## src/rtl/db_sao_offset_engine.sv

```systemverilog
// SAO offset engine: iterative subtract divider per class, distortion accumulation and BO best 4-band window search.
// Optional macro SAO_EO_SIGN_EN: EO categories 0/1 are forced to offset >= 0 and 2/3 to <= 0.
module db_sao_offset_engine #(
  parameter int DIFF_WIDTH = 20,
  parameter int NUM_WIDTH  = 13,
  parameter int OFF_WIDTH  = 4,
  parameter int MAX_OFFSET = 7,
  parameter int DIS_WIDTH  = 25,
  parameter int ACC_WIDTH  = 28
) (
  input  logic                   clk,
  input  logic                   rst_n,
  input  logic                   start_i,
  input  logic                   mode_i,
  input  logic                   valid_i,
  output logic                   ready_o,
  input  logic [DIFF_WIDTH-1:0]  b_state_i,
  input  logic [NUM_WIDTH-1:0]   b_num_i,
  output logic                   busy_o,
  output logic                   done_o,
  output logic [4*OFF_WIDTH-1:0] offsets_o,
  output logic [ACC_WIDTH-1:0]   dist_o,
  output logic [4:0]             band_pos_o
);
  localparam int PROD_W = DIFF_WIDTH + NUM_WIDTH + 2*OFF_WIDTH;
  localparam int WIN_W  = DIS_WIDTH + 2;
  localparam logic signed [ACC_WIDTH:0] SAT_POS = {2'b00, {(ACC_WIDTH-1){1'b1}}};
  localparam logic signed [ACC_WIDTH:0] SAT_NEG = -SAT_POS;

  typedef enum logic [2:0] {IDLE, WAIT, DIV, DIST, FIN} state_t;

  state_t                        state;
  logic                          mode;
  logic [4:0]                    cnt;
  logic signed [DIFF_WIDTH-1:0]  st;
  logic [NUM_WIDTH-1:0]          num;
  logic [DIFF_WIDTH-1:0]         mag, rem;
  logic [OFF_WIDTH-1:0]          k;
  logic signed [ACC_WIDTH-1:0]   acc;
  logic signed [OFF_WIDTH-1:0]   hist_off [3];
  logic signed [DIS_WIDTH-1:0]   hist_d [4];
  logic signed [WIN_W-1:0]       win, best_sum;
  logic [4:0]                    best_pos;
  logic [4*OFF_WIDTH-1:0]        best_off;

  logic signed [OFF_WIDTH-1:0]   off;
  logic signed [PROD_W-1:0]      num_x, off_x, st_x;
  logic signed [DIS_WIDTH-1:0]   d;
  logic signed [ACC_WIDTH:0]     acc_sum;
  logic signed [ACC_WIDTH-1:0]   acc_next;
  logic signed [WIN_W-1:0]       win_next;
  logic [4*OFF_WIDTH-1:0]        cur_off;
  logic [DIFF_WIDTH:0]           rem_try;
  logic [DIFF_WIDTH-1:0]         in_mag;
  logic                          last, better, div_step, sign_viol;

  always_comb begin
    off      = st[DIFF_WIDTH-1] ? -$signed(k) : $signed(k);
    num_x    = PROD_W'($signed({1'b0, num}));
    off_x    = PROD_W'(off);
    st_x     = PROD_W'(st);
    d        = DIS_WIDTH'(num_x * off_x * off_x - ((st_x * off_x) <<< 1));
    acc_sum  = (ACC_WIDTH+1)'(acc) + (ACC_WIDTH+1)'(d);
    if (acc_sum > SAT_POS)      acc_next = SAT_POS[ACC_WIDTH-1:0];
    else if (acc_sum < SAT_NEG) acc_next = SAT_NEG[ACC_WIDTH-1:0];
    else                        acc_next = acc_sum[ACC_WIDTH-1:0];
    // hist_d[3] is the distortion of the entry leaving the 4-band window
    win_next = win + WIN_W'(d) - WIN_W'(hist_d[3]);
    cur_off  = {off, hist_off[0], hist_off[1], hist_off[2]};
    last     = mode ? (cnt == 5'd31) : (cnt == 5'd3);
    better   = (cnt == 5'd3) || ((cnt > 5'd3) && (win_next < best_sum));
    rem_try  = {1'b0, rem} + (DIFF_WIDTH+1)'(num);
    div_step = (rem_try <= {1'b0, mag}) && (k < OFF_WIDTH'(MAX_OFFSET));
    in_mag   = b_state_i[DIFF_WIDTH-1] ? -b_state_i : b_state_i;
`ifdef SAO_EO_SIGN_EN
    sign_viol = !mode && (cnt[1] ? (!b_state_i[DIFF_WIDTH-1] && (|b_state_i))
                                 : b_state_i[DIFF_WIDTH-1]);
`else
    sign_viol = 1'b0;
`endif
  end

  always_ff @(posedge clk or negedge rst_n) begin
    if (!rst_n) begin
      state <= IDLE;  mode <= 1'b0;  cnt <= '0;
      st <= '0;  num <= '0;  mag <= '0;  rem <= '0;  k <= '0;  acc <= '0;
      for (int i = 0; i < 4; i++) hist_d[i] <= '0;
      for (int i = 0; i < 3; i++) hist_off[i] <= '0;
      win <= '0;  best_sum <= '0;  best_pos <= '0;  best_off <= '0;
      done_o <= 1'b0;  offsets_o <= '0;  dist_o <= '0;  band_pos_o <= '0;
    end else begin
      done_o <= 1'b0;
      case (state)
        IDLE: if (start_i) begin
          state <= WAIT;  mode <= mode_i;  cnt <= '0;  acc <= '0;
          win <= '0;  best_sum <= '0;  best_pos <= '0;  best_off <= '0;
          for (int i = 0; i < 4; i++) hist_d[i] <= '0;
          for (int i = 0; i < 3; i++) hist_off[i] <= '0;
        end
        WAIT: if (valid_i) begin
          st <= b_state_i;  num <= b_num_i;  mag <= in_mag;  k <= '0;  rem <= '0;
          state <= ((b_num_i == '0) || sign_viol) ? DIST : DIV;
        end
        DIV: if (div_step) begin
          k   <= k + OFF_WIDTH'(1);
          rem <= rem_try[DIFF_WIDTH-1:0];
        end else begin
          state <= DIST;
        end
        DIST: begin
          acc <= acc_next;  cnt <= cnt + 5'd1;  win <= win_next;
          hist_d[0] <= d;  hist_d[1] <= hist_d[0];  hist_d[2] <= hist_d[1];  hist_d[3] <= hist_d[2];
          hist_off[0] <= off;  hist_off[1] <= hist_off[0];  hist_off[2] <= hist_off[1];
          if (better) begin
            best_sum <= win_next;  best_pos <= cnt - 5'd3;  best_off <= cur_off;
          end
          if (last) begin
            state  <= FIN;
            done_o <= 1'b1;
            if (mode) begin
              offsets_o  <= better ? cur_off : best_off;
              dist_o     <= ACC_WIDTH'(better ? win_next : best_sum);
              band_pos_o <= better ? (cnt - 5'd3) : best_pos;
            end else begin
              offsets_o  <= cur_off;
              dist_o     <= acc_next;
              band_pos_o <= '0;
            end
          end else begin
            state <= WAIT;
          end
        end
        FIN:     state <= IDLE;
        default: state <= IDLE;
      endcase
    end
  end

  assign ready_o = (state == WAIT);
  assign busy_o  = (state != IDLE);
endmodule

```

## config.mk

```make
export PLATFORM = sky130hd
export DESIGN_NAME = db_sao_offset_engine
export DESIGN_NICKNAME = d
export VERILOG_FILES = /design/src/rtl/db_sao_offset_engine.sv
export SDC_FILE = /design/constraint.sdc
export NUM_CORES = 1
export LEC_CHECK = 0
export CORE_ASPECT_RATIO = 1.1
export CORE_UTILIZATION = 34
export CTS_BUF_LIST = sky130_fd_sc_hd__clkbuf_8
export CTS_CLUSTER_SIZE = 10
export DETAILED_ROUTE_END_ITERATION = 10
export MAX_ROUTING_LAYER = met4
export PLACE_DENSITY = 0.49
export SLEW_MARGIN = 20
export SYNTH_ARGS = -nofsm -noshare
export SYNTH_HDL_FRONTEND = slang
export SYNTH_SLANG_ARGS = --single-unit
```

## constraint.sdc

```tcl
create_clock -name clk -period 12.55 [get_ports clk]
set_clock_uncertainty 0.2 [all_clocks]
set_input_delay 3.1375 -clock clk [delete_from_list [all_inputs] [get_ports clk]]
set_output_delay 3.1375 -clock clk [all_outputs]
set_load 0.1 [all_outputs]
```

-- Yosys cells after proc, flatten, opt, wreduce, memory -nomap -nowiden
Index checks and enable logic that the tools add are counted.
- register bits: 351
- bits in latches: 0
- bits in writable memories: 0
- memory bits (read-only): 0
- input bits: 38
- output and inout port bits: 52
- word-level logic and storage cells: 108
- memories: 0
- $add $sub $neg: 10
- multiply operators: 3
- div/mod/pow operators: 0
- magnitude comparators: 6
- equality and inequality tests: 10
- shift operators: 0
- muxes and demuxes: 40
- bitwise logic cells: 0
- reductions and logical operators: 15
- operators by type and width (operator ; count):
    case mux 100 bit (2 select lines) ; 1
    2-to-1 mux 28 bit ; 5
    case mux 27 bit (2 select lines) ; 2
    2-to-1 mux 100 bit ; 1
    2-to-1 mux 20 bit ; 3
    case mux 28 bit (2 select lines) ; 1
    2-to-1 mux 27 bit ; 2
    2-to-1 mux 16 bit ; 3
    case mux 20 bit (2 select lines) ; 1
    case mux 16 bit (2 select lines) ; 1
    adder 28 x 25 -> 29 bit ; 1
    > comparator 29 x 28 -> 1 bit, second input constant ; 1
    less-than comparator 29 x 28 -> 1 bit, second input constant ; 1
    adder 27 x 25 -> 27 bit ; 1
    less-than comparator 27 bit ; 1
    subtractor 27 x 25 -> 27 bit ; 1
    subtractor 22 x 25 -> 25 bit ; 1
    multiplier 20 x 4 -> 24 bit ; 1
    case mux 12 bit (2 select lines) ; 1
    multiplier 18 x 4 -> 22 bit ; 1
    adder 20 x 13 -> 21 bit ; 1
    <= comparator 21 x 20 -> 1 bit ; 1
    negation 20 bit ; 1
    case mux 5 bit (2 select lines) ; 2
    other kinds (27) ; 49

-- Depth between registers and ports, before layout
- depth after elaboration: 12
- mapped depth: 62

-- Worst setup path before layout
OpenSTA, ideal clock, no wires.
- kind: flip-flop to flip-flop
- start point: reg k[0]
- end point: reg dist_o[3]
- library setup time: 120 ps
- arrival time: 13239 ps
- required time: 12230 ps
- slack: -1009 ps
- cell stages (with the launch flop): 53
- clock period less this slack: 13559 ps
- cells stage by stage: dfrtp_1 > clkinv_1 > clkbuf_1 > ha_1 > nand2b_1 > xnor2_1 > clkbuf_1 > nand2_1 > fa_1 > fa_1 > inv_1 > fa_1 > ha_1 > fa_1 > a211oi_1 > o21ai_0 > a221oi_2 > o21ai_0 > [17 not listed] > xor2_1 > fa_1 > inv_1 > ha_1 > a21o_1 > o21bai_1 > a21oi_1 > xor2_1 > xnor2_1 > ha_1 > mux2_2 > a21oi_1 > and3_1 > clkbuf_1 > clkbuf_1 > mux2i_1 > o21ai_0 > a31o_2
- word-level cells in the longest chain between the ends: 12
- elaborated cells on any way between the ends: 18
- ends and longest elaborated chain (item ; RTL line ; RTL):
    from (decl) ; 38 ; logic [OFF_WIDTH-1:0] k;
    from (signal assigned) ; 105 ; k <= k + OFF_WIDTH'(1);
    negation 4 bit ; 58 ; off = st[DIFF_WIDTH-1] ? -$signed(k) : $signed(k);
    2-to-1 mux 4 bit (*) ; 58 ;
    multiplier 14 x 4 -> 18 bit ; 62 ; d = DIS_WIDTH'(num_x * off_x * off_x - ((st_x * off_x) <<< 1));
    multiplier 18 x 4 -> 22 bit ; 62 ;
    subtractor 22 x 25 -> 25 bit (*) ; 62 ;
    adder 27 x 25 -> 27 bit ; 68 ; win_next = win + WIN_W'(d) - WIN_W'(hist_d[3]);
    subtractor 27 x 25 -> 27 bit ; 68 ;
    less-than comparator 27 bit ; 71 ; better = (cnt == 5'd3) || ((cnt > 5'd3) && (win_next < best_sum));
    logical AND 1 bit ; 71 ;
    logical OR 1 bit ; 71 ;
    2-to-1 mux 28 bit ; 122 ; dist_o <= ACC_WIDTH'(better ? win_next : best_sum);
    2-to-1 mux 28 bit (*) ; 120 ; if (mode) begin
    to (signal assigned) ; 122 ;
    to (signal assigned) ; 126 ; dist_o <= acc_next;
    to (decl) ; 22 ; output logic [ACC_WIDTH-1:0] dist_o,
Every way passes the cells marked *; elsewhere a longest branch is shown, timed or not.
A chain may end at the register's enable or synchronous reset.

-- Worst setup path after layout
Ends and elaborated chain as after synthesis.

==> reports/qor.yml <==
global_route:
  grt.met3_usage: 0.0242
  grt-ovfl-total: 0
  grt_pass1_vias: 22300
  grt_max_degree: 177
  track_usage: 0.190
  use_met1: 0.242
  met2_usage: 0.314
  antenna_found_initial: 1
  top_usage_layer: "met2"
  grt_pass1_wl_um: 120000
critical_path:
  worstSetupStartpointType: "register"
  path_common_cell: "fa_1"
  max_stage_delay_ns: 0.54
  cp_slowest_cell: "fa_1"
  arrival_ns: 12.41
  reg2reg_depth: 50
  r2r_setup_slack_ns: 0.49
  startpoint: "k[0]"
  r2r_end: "dist_o[3]"
  r2r_start: "k[0]"
  critPathMaxFanout: 9
  crit_type: "register to register"
  endpoint_kind: "register"
  required_ns: 12.91
route:
  routed_via_density: 5.05
  route.detailed.drc: 0
  wl_per_cell_um: 17.4
  routed_wirelength_um: 74800
  first_pass_iters: 5
  via_count: 21700
  antenna_left: 0
  drtIter0Drc: 975
timing:
  drv_slew: 0
  setup_viol: 0
  finalCriticalPeriod_ns: 12.06
  timing.fmax_mhz: 82.9
  hold-worst-slack_ns: 0.276
  fin_crit_sh: 0.961
  worst_slew_pin_slew_ns: 1.10
  hold_viol: 0
  setup_slack_ns: 0.492
  max_slew_margin: 0.266
hold_path:
  worstHoldEndpoint: "offsets_o[2]"
  hold_start: "offsets_o[2]"
  worstHoldPathType: "register to register"
  min_delay_path_depth: 2
layout:
  multi_input_area_um2: 17500
  final_cells: 4298
  nets: 3638
  drive_gt1_frac: 0.154
  area_growth_pct: 21.7
  regArea_um2: 8760
  fillCellCount: 7824
  postLayoutCoreUtil: 0.417
clocking:
  cts_buffer_depth: 3
  clk_pin_slew_worst_paths_ns: 0.05
  numClockSinks: 350
  cts_buffers: 70
  cts_tree: "built"
  cts_max_level: 3
  root_buffer: "clkbuf_8"
  insertion_delay_ns: 0.67
floorplanning:
  die_h_um: 297
  die_x_um: 271
  start_util: 0.343
  core_area_um2: 78800
  die-area_um2: 80500
  rows: 108
  ios: 90
synth:
  synth_edf_count: 0
  seq_area_frac_synth: 0.325
  async_reset_ff_frac: 1.00
  synth_nets: 3369
  synthesis.area_um2: 27000
  synthCells: 2934
  ys.flop_type: "dfrtp_1"
  ys_warn_count: 0
  synth.avg_cell_area_um2: 9.20
  synth_cell_type_count: 79
  ys_seq_elements: 350
placement:
  pre_cts_ws_ns: -0.329
  placed_cells: 4152
  port_buffers: 89
  gp_congestion: 0.873
  hpwl_um: 55300
outcome:
  status: "finished, final reports clean"
flow_run:
  max_cap_viol_count: 0
[cell type report]
type,instances,share of cell area
timing repair buffer,323,0.0861
multi-input combinational,2189,0.533
antenna,3,0.000229
inverter,269,0.0309
sequential,350,0.267
clock buffer,82,0.0344
clock inverter,37,0.00926
tap,1045,0.0398
[metal layers]
layer,routed length [µm],share of wire
met2,37100,0.50
met1,34000,0.45
met5,0,0
met4,1780,0.024
met3,1960,0.026
[kinds of logic (layout without fill, tap and decap cells)]
logic type,Yosys count,in the layout,share of synthesized area
and+or+nand+nor,916,916,0.153
other,0,3,0
buffers and inverters,395,711,0.0557
DFF,350,350,0.325
muxes,50,50,0.0190
AOI/OAI and AO/OA,676,676,0.170
xor gates and xnor gates,147,147,0.0480
adders and majority gates,400,400,0.229
[registers in the layout (all words and copies together) (netlist names)]
register and flops:
num 13, mode 1, best_pos 5, cur_off 12
hist_d 100, k 4, band_pos_o 5, state 3
acc 28, done_o 1, rem 20, best_off 16
dist_o 28, best_sum 27, cnt 5, mag 19
offsets_o 16, win 27, st 20
[worst max-delay path, delay by kind of cell, from the launching register on]
family / cells / cell delay [ns]
flip-flops: 1 / 0.42
buffers and inverters: 11 / 1.20
XOR/XNOR: 4 / 0.72
AND/OR/NAND/NOR: 9 / 1.48
AO/OA/AOI/OAI: 12 / 2.70
multiplexers: 1 / 0.18
adder cells (fa/ha/maj): 13 / 5.05
[cells in the final DEF, fill, tap and decap left out, types with 25 or more instances in the layout]
cell type        count
nand2_1            473
dfrtp_1            349
inv_1              283
ha_1               220
buf_4              214
o21ai_0            182
fa_1               155
nor2_1             145
a21oi_1            103
and2_1             102
a22o_1              96
clkdlybuf4s50_1     88
clkbuf_8            82
xnor2_1             67
xor2_1              63
a21o_1              52
mux2i_1             35
nand3_1             31
nand2b_1            28
o21bai_1            25
[metrics by stage]
stage	setup TNS [ns]	area (µm²)
after floorplan	0	27100
after global placement	-6.53	30400
after detailed placement	-19.54	30400
after CTS	0	31900
after global routing	-1.66	32800
final	0	32800
[how the worst max path moves through the flow]
stage	to	slack [ns]	cells past startpoint
floorplan	best_off[14]	0.01	55
global placement	dist_o[0]	-0.22	48
detailed placement	dist_o[9]	-0.33	49
CTS	dist_o[12]	0.02	56
global route	dist_o[16]	-0.08	56
finish	dist_o[3]	0.49	50
[timing repair]
action,CTS,global route
hold buffers,0,0
cloned,0,2
resized for setup,12,126
setup endpoints to repair,97,102
pin swaps,1,97
setup buffers,1,21
[synth_stat cells, types with 5 or more instances]
| cell | number | area, µm² |
|---|---|---|
| nand2_1 | 476 | 1790 |
| dfrtp_1 | 350 | 8760 |
| inv_1 | 266 | 998 |
| ha_1 | 239 | 2990 |
| o21ai_0 | 198 | 991 |
| fa_1 | 158 | 3160 |
| nor2_1 | 152 | 571 |
| a21oi_1 | 121 | 606 |
| clkbuf_1 | 114 | 428 |
| and2_1 | 107 | 669 |
| a22o_1 | 96 | 841 |
| xnor2_1 | 76 | 666 |
| xor2_1 | 70 | 613 |
| a21o_1 | 53 | 398 |
| mux2i_1 | 40 | 400 |
| nand3_1 | 32 | 160 |
| nand2b_1 | 30 | 188 |
| o21bai_1 | 26 | 195 |
| nor3_1 | 25 | 125 |
| a211oi_1 | 22 | 165 |
| a32o_1 | 20 | 200 |
| o21a_1 | 19 | 143 |
| and3_1 | 15 | 93.8 |
| o31ai_1 | 15 | 113 |
| or2_2 | 15 | 93.8 |
| nand4_1 | 14 | 87.6 |
| a31o_2 | 12 | 105 |
| a31oi_1 | 11 | 68.8 |
| mux2_2 | 10 | 113 |
| nor2b_1 | 10 | 62.6 |
| nor4_1 | 10 | 62.6 |
| or3_1 | 10 | 62.6 |
| a31o_1 | 9 | 78.8 |
| o211ai_1 | 7 | 52.6 |
| a2111oi_0 | 6 | 52.6 |
| buf_1 | 6 | 22.5 |
| o2111ai_1 | 6 | 52.6 |
| o22ai_1 | 6 | 37.5 |
| o31a_1 | 5 | 43.8 |
| o41ai_1 | 5 | 43.8 |
Power is left out: the tool's default activity adds up to more than one toggle a clock period on the data nets, which glitch-free logic cannot reach.
